### config.mk
export PLATFORM = sky130hd
export DESIGN_NAME = te_mult_scheduler
export DESIGN_NICKNAME = d
export VERILOG_FILES = /design/src/rtl/te_mult_scheduler.sv
export SDC_FILE = /design/constraint.sdc
export NUM_CORES = 1
export LEC_CHECK = 0
export CELL_PAD_IN_SITES_DETAIL_PLACEMENT = 2
export CELL_PAD_IN_SITES_GLOBAL_PLACEMENT = 2
export CORE_UTILIZATION = 25
export DETAILED_ROUTE_END_ITERATION = 16
export PLACE_DENSITY = 0.86
export SLEW_MARGIN = 20
export SYNTH_ARGS = -nofsm -noshare
export SYNTH_HDL_FRONTEND = slang
export SYNTH_SLANG_ARGS = --single-unit
### constraint.sdc
create_clock -name clk -period 2.9 [get_ports clk]
set_input_delay 0.29 -clock clk [delete_from_list [all_inputs] [get_ports clk]]
set_output_delay 0.29 -clock clk [all_outputs]
set_load 0.01 [all_outputs]
### src/rtl/te_mult_scheduler.sv
// Transmission-estimate multiplier scheduler: time-multiplexes one external multiplier
// over the R/G/B channels of a pixel and reports the minimum product and its channel.
module te_mult_scheduler #(
    parameter int PC_W   = 8,
    parameter int AINV_W = 16,
    parameter int PROD_W = 14
) (
    input  logic              clk,
    input  logic              rst_n,
    input  logic              cfg_load,
    input  logic [AINV_W-1:0] cfg_ac_inv_r,
    input  logic [AINV_W-1:0] cfg_ac_inv_g,
    input  logic [AINV_W-1:0] cfg_ac_inv_b,
    output logic              cfg_ready,
    input  logic              in_valid,
    input  logic [PC_W-1:0]   pc_r,
    input  logic [PC_W-1:0]   pc_g,
    input  logic [PC_W-1:0]   pc_b,
    output logic              in_ready,
    output logic [PC_W-1:0]   mul_pc,
    output logic [AINV_W-1:0] mul_ac_inv,
    input  logic [PROD_W-1:0] mul_product,
    output logic              out_valid,
    input  logic              out_ready,
    output logic [PROD_W-1:0] t_min,
    output logic [1:0]        t_ch
);

    typedef enum logic [2:0] {
        IDLE  = 3'd0,
        MUL_R = 3'd1,
        MUL_G = 3'd2,
        MUL_B = 3'd3,
        DRAIN = 3'd4,
        OUT   = 3'd5
    } state_t;

    state_t state, state_nxt;

    logic [PC_W-1:0]   pc_r_q, pc_g_q, pc_b_q;
    logic [AINV_W-1:0] ac_inv_r_q, ac_inv_g_q, ac_inv_b_q;
    logic [PROD_W-1:0] run_min;
    logic [1:0]        run_ch;
    logic              accept;
    logic              cfg_accept;
    logic              prod_less;

    assign accept     = in_valid & in_ready;
    assign cfg_accept = cfg_load & cfg_ready;
    assign prod_less  = (mul_product < run_min);

    always_ff @(posedge clk) begin
        if (!rst_n) begin
            state <= IDLE;
        end else begin
            state <= state_nxt;
        end
    end

    always_comb begin
        state_nxt = state;
        case (state)
            IDLE:    if (accept) state_nxt = MUL_R;
            MUL_R:   state_nxt = MUL_G;
            MUL_G:   state_nxt = MUL_B;
            MUL_B:   state_nxt = DRAIN;
            DRAIN:   state_nxt = OUT;
            OUT:     if (out_ready) state_nxt = IDLE;
            default: state_nxt = IDLE;
        endcase
    end

    // Ready outputs are gated by rst_n so nothing is accepted while reset is held.
    always_comb begin
        cfg_ready  = rst_n & (state == IDLE);
        in_ready   = rst_n & (state == IDLE) & ~cfg_load;
        mul_pc     = '0;
        mul_ac_inv = '0;
        case (state)
            MUL_R: begin
                mul_pc     = pc_r_q;
                mul_ac_inv = ac_inv_r_q;
            end
            MUL_G: begin
                mul_pc     = pc_g_q;
                mul_ac_inv = ac_inv_g_q;
            end
            MUL_B: begin
                mul_pc     = pc_b_q;
                mul_ac_inv = ac_inv_b_q;
            end
            default: begin
                mul_pc     = '0;
                mul_ac_inv = '0;
            end
        endcase
    end

    // Operand storage: config only changes in IDLE, so it is frozen across a sequence.
    always_ff @(posedge clk) begin
        if (!rst_n) begin
            pc_r_q     <= '0;
            pc_g_q     <= '0;
            pc_b_q     <= '0;
            ac_inv_r_q <= '1;
            ac_inv_g_q <= '1;
            ac_inv_b_q <= '1;
        end else begin
            if (cfg_accept) begin
                ac_inv_r_q <= cfg_ac_inv_r;
                ac_inv_g_q <= cfg_ac_inv_g;
                ac_inv_b_q <= cfg_ac_inv_b;
            end
            if (accept) begin
                pc_r_q <= pc_r;
                pc_g_q <= pc_g;
                pc_b_q <= pc_b;
            end
        end
    end

    // Products arrive one state late: R in MUL_G, G in MUL_B, B in DRAIN.
    always_ff @(posedge clk) begin
        if (!rst_n) begin
            run_min   <= '0;
            run_ch    <= 2'd0;
            t_min     <= '0;
            t_ch      <= 2'd0;
            out_valid <= 1'b0;
        end else begin
            case (state)
                MUL_G: begin
                    run_min <= mul_product;
                    run_ch  <= 2'd0;
                end
                MUL_B: begin
                    if (prod_less) begin
                        run_min <= mul_product;
                        run_ch  <= 2'd1;
                    end
                end
                DRAIN: begin
                    t_min     <= prod_less ? mul_product : run_min;
                    t_ch      <= prod_less ? 2'd2 : run_ch;
                    out_valid <= 1'b1;
                end
                OUT: begin
                    if (out_ready) out_valid <= 1'b0;
                end
                default: begin
                    run_min <= run_min;
                end
            endcase
        end
    end

endmodule

==> metrics.txt <==
outcome=complete, no violations; CTS H-tree depth=3; fin. max-slew vios=0; r2r setup slk=0.36 ns; clock skew=0.0106 ns; CP peak stage delay=0.69 ns; Cell variety after synth=34; antenna violations before repair=0; CTS Sinks=107; cts repair resizes=0; WP data required=2.61 ns; Max Clk Rate=373 MHz; GRT Total Usage=17.2%; Worst VDD drop=0.286 mV; vias in the first global route=5573; PwrDens=526 mW/mm²; Cell Rows=52; sw power=0.00104 W; Syn Nets=792; Post-Route WL=18000 µm; DR top layer=met4; class of the worst hold path=in -> reg; crit-path max FO=29; CTS tree=yes; total grt overflow=0; Hold Buf Count CTS=0; CTS Buf Count=9; met3 WL=355 µm; Setup TNS=0 ns; die height=146 µm; Placement Setup Slack=0.0347 ns; Hold Fails Final Rpt=0; combinational share of power=19.1%; Synth Register Bits=107; Worst setup SP type=flip-flop; post-synthesis cell count=688; port buffer count=133; sw frac=27.9%; Initial Util=25.5%; post-DR vias/cell=4.87; Placer Congestion=0.766; detailed-route via count=5206; number of DRC markers in iteration 0=159; P_leak=2.90 nW; Clock transition at path regs=0.07 ns; Main synth FF type=dfxtp_1; io pins=134; measured slew at the worst slew-check pin=0.890 ns; final worst slack=0.219 ns; fin nets=898; root buf cell=clkbuf_16; clock network power share=37.1%; antenna cells=0; ANT nets after route=0; worst skew pair latency=0.36 ns; Critical Path AT=2.39 ns; Cell Area, Synth=0.00517 mm²; Seq/Total Area, Yosys=41.5%; RSZ-0062 raised after global routing=false; Clock Path Buffers=2; die area=0.0212 mm²; CP Capture Type=output pin; Post-synth EDFFs=0; fin area=0.00711 mm²; Detailed Place HPWL=12600 µm; Async SR Flop Fraction=0%; Core ar.=0.0202 mm²; final setup fails=0; fraction of layout cells with a size suffix above 1=6.26%; CP bufs+invs=2; DRT Pass-1 Iters=4; die width=146 µm; final period utilization=92.4%; mean cell area of the mapped netlist=7.51 µm²; dpl cell area=0.00679 mm²; DRC Markers=0; Metal-1 WL=8350 µm; Crit Path Class=reg -> out; Syn. warnings=0; Setup Buffers After CTS=0; Area growth, synth to finish=37.7%; Core Util, Final=35.2%; Pint=0.00270 W; max-cap check violation count=0; min cycle time layout=2.68 ns; CP Cell Sequence=nor2b_1, buf_4, a22oi_1, nor2_1, clkdlybuf4s50_1; first-pass GRT wire length=29200 µm; Slowest cell on crit path=dfxtp_2; Pwr Total=0.00374 W; Met2 Wirelength=9060 µm; largest net degree at the start of global routing=62; Reg power frac=43.8%; relative slew slack=40.5%; DR WL/cell=16.9 µm; cell family with most CP delay=buffers and inverters
==> stage by stage <==
stage          hold slack, ns  std cells
2_1_floorplan           0.434        688
3_3_place_gp            0.442       1053
3_5_place_dp            0.453       1053
4_1_cts                 0.307       1069
5_1_grt                 0.323       1069
6_report                0.302       1069
==> state kept, by name, indices dropped and copies added (netlist names) <==
signal,flops
run_ch,1
pc_g_q,8
state,3
t_min,14
ac_inv_g_q,16
run_min,14
out_valid,1
pc_b_q,8
ac_inv_b_q,16
pc_r_q,8
t_ch,2
ac_inv_r_q,16
==> power by group through the flow <==
stage / Clock [W] / Sequential [W] / Combinational (W)
after floorplan: 0 / 0.00163 / 0.000398
after global placement: 0 / 0.00167 / 0.000693
after detailed placement: 0 / 0.00167 / 0.000718
after CTS: 0.00143 / 0.00164 / 0.000727
after global routing: 0.00147 / 0.00165 / 0.000786
final: 0.00139 / 0.00164 / 0.000716
==> logic make-up (layout without fill, tap and decap cells) <==
group | Yosys count | count (layout) | share of synthesized area [%]
flip-flops | 107 | 107 | 41.5
adder cells (fa/ha/maj) | 13 | 13 | 3.15
buffers and inverters | 119 | 230 | 9.30
AND/OR/NAND/NOR | 241 | 241 | 18.8
AO/OA/AOI/OAI | 186 | 186 | 22.8
multiplexers | 22 | 22 | 4.46
==> placed cells by master, fill, tap and decap left out, types with 18 or more instances in the layout <==
cell and n:
inv_1 62, nand3_1 18, a21oi_1 26, clkdlybuf4s50_1 132
a21boi_0 25, nor2_1 98, a31oi_1 62, o21ai_0 33
dfxtp_1 105, nand2_1 105, a22oi_1 18
==> path summary, 6_finish.rpt <==
check,to,start,cells past startpoint
worst max-delay path,mul_ac_inv[14],state[1],5
worst min-delay path,state[1],rst_n,3
worst max register to register,t_min[6],run_min[5],9
worst min register to register,ac_inv_g_q[13],ac_inv_g_q[13],2
==> synth_stat cells, types with 2 or more instances <==
| library cell | n | area [µm²] |
|---|---|---|
| nand4_1 | 2 | 12.5 |
| buf_1 | 7 | 26.3 |
| nand3_1 | 18 | 90.1 |
| nand2b_1 | 4 | 25.0 |
| dfxtp_1 | 107 | 2140 |
| clkbuf_1 | 39 | 146 |
| o21ai_0 | 33 | 165 |
| nand2_1 | 106 | 398 |
| ha_1 | 13 | 163 |
| a21boi_0 | 25 | 188 |
| nor2_1 | 99 | 372 |
| a21oi_1 | 26 | 130 |
| a22oi_1 | 18 | 135 |
| o211ai_1 | 15 | 113 |
| a31oi_1 | 62 | 388 |
| inv_1 | 62 | 233 |
| buf_2 | 8 | 40.0 |
| buf_4 | 2 | 15.0 |
| mux2i_1 | 14 | 140 |
| nor2b_1 | 6 | 37.5 |
| mux2_2 | 8 | 90.1 |
| and2_1 | 2 | 12.5 |
==> layer usage <==
metal / vias up / track usage (%)
li1: 2532 / -
met1: 2575 / 21.6
met2: 82 / 30.6
met3: 17 / 1.88
met4: 0 / 5.84
met5: - / 0
==> worst min-delay path, stage by stage <==
cell and delay (ns):
buf_4 0.10, nand2b_1 0.11, nor2_1 0.11
==> cell type report <==
class / instances / area, µm²
inverter: 62 / 233
fill: 2346 / 13100
tap: 270 / 338
multi-input combinational: 462 / 2560
timing repair buffer: 152 / 1510
sequential: 107 / 2140
clock buffer: 10 / 239
clock inverter: 6 / 88.8
Power figures use the tool's default switching activity.
